File: src/rtl/ahb_arbiter.sv
// Multi-master AHB arbiter: registered HGRANT/HMASTER/HMASTLOCK, round-robin by default or
// lowest-index-wins when AHB_ARB_FIXED_PRIO_EN is defined; handles bursts, locks and SPLIT/RETRY.
module ahb_arbiter #(
    parameter int NO_OF_MASTERS  = 4,
    parameter int DEFAULT_MASTER = 0
) (
    input  logic                             HCLK,
    input  logic                             HRESET,
    input  logic [NO_OF_MASTERS-1:0]         HBUSREQ,
    input  logic [NO_OF_MASTERS-1:0]         HLOCK,
    input  logic [1:0]                       HTRANS,
    input  logic [2:0]                       HBURST,
    input  logic                             HREADY,
    input  logic [1:0]                       HRESP,
    input  logic [NO_OF_MASTERS-1:0]         HSPLIT,
    output logic [NO_OF_MASTERS-1:0]         HGRANT,
    output logic [$clog2(NO_OF_MASTERS)-1:0] HMASTER,
    output logic                             HMASTLOCK
);
    localparam int                       IW       = $clog2(NO_OF_MASTERS);
    localparam logic [IW-1:0]            DEF_IDX  = IW'(DEFAULT_MASTER);
    localparam logic [NO_OF_MASTERS-1:0] ONE_BIT  = {{(NO_OF_MASTERS-1){1'b0}}, 1'b1};
    localparam logic [NO_OF_MASTERS-1:0] DEF_BIT  = ONE_BIT << DEFAULT_MASTER;

    localparam logic [1:0] TR_IDLE   = 2'd0;
    localparam logic [1:0] TR_NONSEQ = 2'd2;
    localparam logic [1:0] TR_SEQ    = 2'd3;
    localparam logic [1:0] RSP_RETRY = 2'd2;
    localparam logic [1:0] RSP_SPLIT = 2'd3;

    typedef enum logic [1:0] {S_DEFAULT, S_GRANTED, S_BURST, S_LOCKED} state_t;

    state_t                   r_state, w_state_nxt;
    logic [NO_OF_MASTERS-1:0] r_grant, r_split_mask;
    logic [NO_OF_MASTERS-1:0] w_split_set, w_eligible, w_new_grant;
    logic [IW-1:0]            r_owner, r_master, r_rr_ptr, w_win_idx, w_new_idx;
    logic                     r_mastlock, w_win_found, w_retry, w_rearb;
    logic                     w_own_phase, w_fixed_burst;
    logic [3:0]               r_burst_left, w_burst_len;
    int                       w_cand;

    assign HGRANT    = r_grant;
    assign HMASTER   = r_master;
    assign HMASTLOCK = r_mastlock;

    assign w_retry       = HREADY && (HRESP == RSP_RETRY || HRESP == RSP_SPLIT);
    assign w_own_phase   = (r_master == r_owner);
    assign w_fixed_burst = (HBURST >= 3'd2);
    assign w_eligible    = HBUSREQ & ~(r_split_mask | w_split_set);
    assign w_new_idx     = w_win_found ? w_win_idx : DEF_IDX;
    assign w_new_grant   = ONE_BIT << w_new_idx;

    // A split master is excluded from the arbitration on the very edge that masks it.
    always_comb begin
        w_split_set = '0;
        if (HREADY && HRESP == RSP_SPLIT)
            w_split_set[r_master] = 1'b1;
        w_split_set = w_split_set & ~HSPLIT & ~DEF_BIT;
    end

    always_comb begin
        case (HBURST)
            3'd2, 3'd3: w_burst_len = 4'd3;
            3'd4, 3'd5: w_burst_len = 4'd7;
            3'd6, 3'd7: w_burst_len = 4'd15;
            default:    w_burst_len = 4'd0;
        endcase
    end

    always_comb begin
        w_win_found = 1'b0;
        w_win_idx   = DEF_IDX;
        w_cand      = 0;
        for (int i = 0; i < NO_OF_MASTERS; i++) begin
`ifdef AHB_ARB_FIXED_PRIO_EN
            w_cand = i;
`else
            w_cand = (int'(r_rr_ptr) + 1 + i) % NO_OF_MASTERS;
`endif
            if (!w_win_found && w_eligible[IW'(w_cand)]) begin
                w_win_found = 1'b1;
                w_win_idx   = IW'(w_cand);
            end
        end
    end

    always_comb begin
        w_state_nxt = r_state;
        w_rearb     = 1'b0;
        if (HREADY) begin
            if (w_retry) begin
                w_rearb = 1'b1;
            end else begin
                case (r_state)
                    S_DEFAULT: w_rearb = |w_eligible;
                    S_LOCKED: begin
                        // Lock release keeps the grant for one more transfer.
                        if (!HLOCK[r_owner])
                            w_state_nxt = S_GRANTED;
                    end
                    default: begin
                        if (r_state == S_BURST && r_burst_left > 4'd1)
                            w_state_nxt = S_BURST;
                        else if (HLOCK[r_owner])
                            w_state_nxt = S_LOCKED;
                        else if (w_own_phase && HTRANS == TR_NONSEQ && w_fixed_burst)
                            w_state_nxt = S_BURST;
                        else if (!HBUSREQ[r_owner])
                            w_rearb = 1'b1;
                        else
                            w_state_nxt = S_GRANTED;
                    end
                endcase
            end
            if (w_rearb)
                w_state_nxt = w_win_found ? S_GRANTED : S_DEFAULT;
        end
    end

    always_ff @(posedge HCLK or posedge HRESET) begin
        if (HRESET)
            r_state <= S_DEFAULT;
        else
            r_state <= w_state_nxt;
    end

    always_ff @(posedge HCLK or posedge HRESET) begin
        if (HRESET) begin
            r_grant      <= DEF_BIT;
            r_owner      <= DEF_IDX;
            r_master     <= DEF_IDX;
            r_mastlock   <= 1'b0;
            r_rr_ptr     <= DEF_IDX;
            r_split_mask <= '0;
            r_burst_left <= '0;
        end else begin
            r_split_mask <= (r_split_mask | w_split_set) & ~HSPLIT;
            if (HREADY) begin
                r_master   <= r_owner;
                r_mastlock <= HLOCK[r_owner];
                case (HTRANS)
                    TR_NONSEQ: r_burst_left <= w_burst_len;
                    TR_SEQ:    if (r_burst_left != 4'd0) r_burst_left <= r_burst_left - 4'd1;
                    TR_IDLE:   r_burst_left <= '0;
                    default:   ;
                endcase
                if (w_rearb) begin
                    r_owner <= w_new_idx;
                    r_grant <= w_new_grant;
                    if (w_new_idx != r_owner)
                        r_rr_ptr <= w_new_idx;
                end
            end
        end
    end
endmodule
File: config.mk
export PLATFORM = sky130hd
export DESIGN_NAME = ahb_arbiter
export DESIGN_NICKNAME = d
export VERILOG_FILES = /design/src/rtl/ahb_arbiter.sv
export SDC_FILE = /design/constraint.sdc
export NUM_CORES = 1
export LEC_CHECK = 0
export CAP_MARGIN = 0
export CORE_MARGIN = 8
export CORE_UTILIZATION = 37
export DETAILED_ROUTE_END_ITERATION = 8
export DONT_BUFFER_PORTS = 1
export SETUP_SLACK_MARGIN = 0.02
export SLEW_MARGIN = 30
export SYNTH_ARGS = -nofsm -noshare
export SYNTH_HDL_FRONTEND = slang
export SYNTH_SLANG_ARGS = --single-unit
File: constraint.sdc
create_clock -name HCLK -period 3.7 [get_ports HCLK]
set_input_delay 0.37 -clock HCLK [delete_from_list [all_inputs] [get_ports HCLK]]
set_output_delay 0.37 -clock HCLK [all_outputs]
set_load 0.01 [all_outputs]
-- After elaboration in Yosys (flattened, before gate mapping)
Index checks and enable logic that the tools add are counted.
- bits in registers: 21
- input bits: 22
- output and inout bits: 7
- word-level logic and storage cells: 121
- bitwise logic cells: 6
- shifts and indexed selects: 1
- reduce and logical (&&, ||, !) cells: 26
- order comparisons: 9
- equality and inequality tests: 18
- multiplexer cells: 48
- $add $sub $neg: 5
- operators with widths (kind ; count):
    $mux W2 ; 12
    $pmux W4 S3 ; 2
    $mux W1 ; 23
    $lt A2 B4 Y1 const B ; 4
    $and A4 B4 Y4 ; 3
    $bmux W1 S2 ; 6
    $eq A2 B2 Y1 const B ; 6
    $eq A3 B3 Y1 const B ; 4
    $logic_and A1 B1 Y1 ; 9
    $mux W4 ; 2
    $not A4 Y4 ; 2
    $add A2 B2 Y2 const B ; 3
    $eq A3 B2 Y1 const B ; 2
    $lt A2 B3 Y1 const B ; 2
    $reduce_and A3 Y1 ; 2
    $reduce_bool A6 Y1 ; 1
    $reduce_or A2 Y1 ; 3
    $reduce_and A5 Y1 ; 1
    $gt A4 B1 Y1 const B ; 1
    $logic_not A2 Y1 ; 2
    $ne A2 B2 Y1 const B ; 2
    $or A4 B4 Y4 ; 1
    $pmux W2 S2 ; 1
    $reduce_bool A4 Y1 ; 1
    16 further kinds ; 18

-- Logic depth before layout (Yosys ltp)
- depth after elaboration: 25
- depth in mapped cells: 9
- mapped depth without buffers: 9

-- Worst setup path after synthesis
Ideal clock, no wire load.
- path kind: register to register
- start point: reg r_master[0], in the netlist HMASTER[0]
- end point: reg r_rr_ptr[1]
- library setup time: 0.119 ns
- path buffers: 2
- stages on the path, launching flop included: 10
- path slack: 1.503 ns
- data arrival time: 2.078 ns
- period minus slack after synthesis: 2.197 ns
- required time: 3.581 ns
- cells stage by stage: dfrtp_1 buf_2 inv_1 o311a_1 a32o_1 a211o_1 buf_4 xnor2_1 a21boi_0 o21a_1
- cells in the longest elaborated chain, start to end: 25
- elaborated cells between the ends (all ways): 50
- those cells by class: order compare: 2; eq/ne: 2; mux: 31; bitwise: 4; reduce/logical: 11
- ends and longest elaborated chain (item ; RTL line ; text):
    start, declared ; 36 ; logic [IW-1:0] r_owner, r_master, r_rr_ptr, w_win_idx, w_new_idx;
    start signal, assigned ; 139 ; r_master <= r_owner;
    $lt A2 B3 Y1 (implied by the code) / $ge A2 B1 Y1 (equally long branches) ; 57 ; w_split_set[r_master] = 1'b1;
    $logic_and A1 B1 Y1 (implied by the code) ; 57 ;
    $mux W1 (implied by the code) ; 57 ;
    $demux W1 S2 ; 57 ;
    $mux W4 ; 56 ; if (HREADY && HRESP == RSP_SPLIT)
    $and A4 B4 Y4 ; 58 ; w_split_set = w_split_set & ~HSPLIT & ~DEF_BIT;
    $or A4 B4 Y4 ; 49 ; assign w_eligible = HBUSREQ & ~(r_split_mask | w_split_set);
    $not A4 Y4 ; 49 ;
    [... 9 more ...] ; - ;
    $logic_and A1 B1 Y1 ; 80 ; if (!w_win_found && w_eligible[IW'(w_cand)]) begin
    $mux W1 ; 80 ;
    $logic_not A1 Y1 ; 80 ;
    $logic_and A1 B1 Y1 ; 80 ;
    $mux W2 / $mux W1 (equally long branches) ; 80 ;
    $mux W2 ; 50 ; assign w_new_idx = w_win_found ? w_win_idx : DEF_IDX;
    $ne A2 B2 Y1 ; 150 ; if (w_new_idx != r_owner)
    $reduce_and A3 Y1 (no source line) ; - ;
    end signal, assigned ; 151 ; r_rr_ptr <= w_new_idx;
    end, declared ; 36 ;
Parallel ways exist; a longest one is shown, timed or not. The select of a mux whose other input is x is not followed.
A chain may end at the register's enable or synchronous reset.

-- Worst setup path after layout
- start point: reg r_owner[0]
- end point: reg r_rr_ptr[1]
- cells in the longest elaborated chain, start to end: 11
- elaborated cells between the ends (all ways): 17
- those cells by class: eq/ne: 2; mux: 12; reduce/logical: 3
- ends and longest elaborated chain (item ; RTL line ; text):
    start, declared ; 36 ;
    start signal, assigned ; 148 ; r_owner <= w_new_idx;
    $bmux W1 S2 / $eq A2 B2 Y1 (equally long branches) ; 108, 47 ;
    $mux W1 (implied by the code) / $logic_and A1 B1 Y1 (equally long branches) ; 108, 106 ;
    $mux W1 / $logic_and A1 B1 Y1 (equally long branches) ; 108, 106 ;
    $mux W1 ; 106 ; else if (w_own_phase && HTRANS == TR_NONSEQ && w_fixed_burst)
    $mux W1 ; 104 ; else if (HLOCK[r_owner])
    $mux W1 ; 102 ; if (r_state == S_BURST && r_burst_left > 4'd1)
    $pmux W1 S2 ; 94 ; case (r_state)
    $mux W1 ; 91 ; if (w_retry) begin
    $mux W1 (2 in a row) ; 90 ; if (HREADY) begin
    $reduce_and A3 Y1 (no source line) * ; - ;
Mark *: on every way between the ends. The rest lies on a longest branch, timed or not. The select of a mux whose other input is x is not followed.

==> results.txt <==
remaining antenna violation count: 0
minimum hold slack: 153 ps
Critical Path Sink Type: flip-flop
# rows: 22
Final period util: 68.5%
worst-margin pin slew: 834 ps
HPWL after DPL: 2.63 mm
starting density of the core: 39.2%
status: complete, no violations
WL final: 3.36 mm
DP Worst Slack: 1190 ps
post-synth net total: 185
global route overflow: 0
CP max-delay cell: mux4_2
Syn-to-layout area delta: 4.73%
total CTS buffers: 3
FF+latch count, synth: 21
CP required: 3860 ps
synth unique cells: 52
Netlist Area Pre-Place: 0.00146 mm^2
maxcap violations: 0
top cells by area, synth: dfrtp_1 (34%), ha_1 (6.9%), inv_1 (5.2%), nor2_1 (4.1%), o21ai_0 (3.8%)
die height: 78.7 um
# DRC: 0
H-tree depth: 1
synthesized area per cell: 9.39 um^2
initial DRC count: 61
RSZ-0062 raised after global routing: no
Pwr Density: 626 mW/mm^2
DR WL/cell: 16.6 um
pins over their slew limit: 0
Pre-antenna DRT Iters: 4
# hold bufs at CTS: 0
TNS Setup: 0 ps
Leakage: 0.668 nW
Setup CP Type: flip-flop to flip-flop
gp weighted congestion: 0.865
endpoints failing setup: 0
Port Buf Inserts: 0
post-synthesis sequential area ratio: 36.2%
clk buf depth: 2
largest net degree at the start of global routing: 22
Post-synth EDFFs: 0
initial antenna violation count: 0
crit path max fanout: 10
CTS tree: done
peak supply drop: 0.167 mV
Max Freq: 395 MHz
R2R depth: 7
main flop type after synthesis: dfrtp_1
Register Area: 527 um^2
worst r2r dst: r_rr_ptr[1]$_DFFE_PP0P_
Synth Instances: 155
number of global-route vias before repair: 1115
root buf cell: clkbuf_8
clock-pin slew on the worst setup and hold paths: 80 ps
clock latency on the worst-skew pair: 270 ps
minimum clock period: 2530 ps
DR vias/cell: 5.77
crit-path cells: mux4_2, nor2_2, nand3_2, a221oi_4, nand2_1, o22a_1, o21a_1
count of clock tree sinks: 21
Arr. time, crit path: 2690 ps
Worst path max stage delay: 630 ps
dominant cell type by area after synthesis: dfrtp_1
chip width: 78.7 um
FF-to-FF setup slack: 1170 ps
Fillers: 378
layout cells sized above 1: 10.4%
Clock Skew: 5.94 ps
post_cts resized: 0
setup bufs post-CTS: 0
core area: 0.00372 mm^2
Synth async-reset ratio: 100%
overall power: 955 uW
fin nets: 185
FF-to-FF Start: r_owner[0]$_DFFE_PP0P_
slew margin rel.: 44.3%
min-delay worst type: primary input to asynchronous set/reset pin
Setup WS post-layout: 1170 ps
Tot GR Track Use: 10.6%
Startpoint Class: flip-flop
area of the multi-input gates: 813 um^2
Fin. Hold Viols: 0
global-route wire length before repair: 5.26 mm
number of diodes: 0
Yosys top cell area share: 34.4%
# IOs: 29
yosys warns: 0
via count: 1166
die area: 0.00620 mm^2
most frequent cells in the layout: dfrtp_1 (20), inv_1 (20), nor2_1 (16), o21ai_0 (11)
[report_power, final]
group	leakage (nW)	switching [mW]	internal (mW)
clock	0.0228	0.0805	0.0769
combinational	0.385	0.213	0.182
sequential	0.260	0.105	0.298
[worst max path at each step]
| stage | start | endpoint | slack [ps] | cells past startpoint |
|---|---|---|---|---|
| floorplan | HMASTER[0]$_DFFE_PP0P_ | r_rr_ptr[1]$_DFFE_PP0P_ | 1500 | 9 |
| global placement | r_owner[0]$_DFFE_PP0P_ | r_rr_ptr[1]$_DFFE_PP0P_ | 1220 | 7 |
| detailed placement | r_owner[0]$_DFFE_PP0P_ | r_rr_ptr[1]$_DFFE_PP0P_ | 1190 | 7 |
| CTS | r_owner[0]$_DFFE_PP0P_ | r_rr_ptr[1]$_DFFE_PP0P_ | 1160 | 7 |
| global route | r_owner[0]$_DFFE_PP0P_ | r_rr_ptr[0]$_DFFE_PP0P_ | 1040 | 7 |
| finish | r_owner[0]$_DFFE_PP0P_ | r_rr_ptr[1]$_DFFE_PP0P_ | 1170 | 7 |
[Yosys cell counts (all sizes together), types with 3 or more instances]
cell type,instances
a211oi,3
a21oi,6
a31oi,4
and2b,3
buf,4
dfrtp,20
ha,8
inv,21
nand2,8
nand3,3
nor2,17
nor2b,3
o21ai,11
o22ai,3
o31ai,3
xnor2,4
[flip-flops by register name, indices dropped and copies added, names as in the netlist]
| signal | count |
|---|---|
| r_split_mask | 4 |
| r_owner | 2 |
| r_rr_ptr | 2 |
| HMASTER | 2 |
| HGRANT | 4 |
| r_burst_left | 4 |
| HMASTLOCK | 1 |
| r_state | 2 |
[cell families after synthesis]
| kind of cell | count (synthesis) | share of synthesized area (%) |
|---|---|---|
| adders and majority gates | 8 | 6.88 |
| xor gates and xnor gates | 4 | 2.41 |
| AOI/OAI and AO/OA | 49 | 26.3 |
| and+or+nand+nor | 42 | 14.8 |
| DFF | 21 | 36.2 |
| buffers and inverters | 26 | 7.91 |
| muxes | 5 | 5.50 |
[area by class of cell]
type                    count  share of cell area [%]
well taps                  48                    3.94
flip-flops and latches     21                    34.6
clock buffers               4                    2.96
inverters                  21                    5.17
multi-input cells         108                    53.4
[critical path: cells and delay by family, from the launching register on]
family          cells  cell delay, ps
compound gates      3             830
flops               1             580
simple gates        3             400
mux                 1             630
[metal layers]
layer | track usage, % | share of wire (%)
met4 | 5.00 | 2.0
met3 | 3.60 | 7.5
met2 | 17.6 | 47
met1 | 12.1 | 43
met5 | 0 | 0
[per-stage QoR]
stage | util (%) | cell area [um^2] | std cells
floorplan | - | 1460 | 155
global placement | 39.8 | 1480 | 198
detailed placement | 39.8 | 1480 | 198
CTS | 41.0 | 1520 | 202
global route | 41.0 | 1520 | 202
finish | 41.0 | 1520 | 202
No activity file was read; power rests on OpenSTA's default activity.
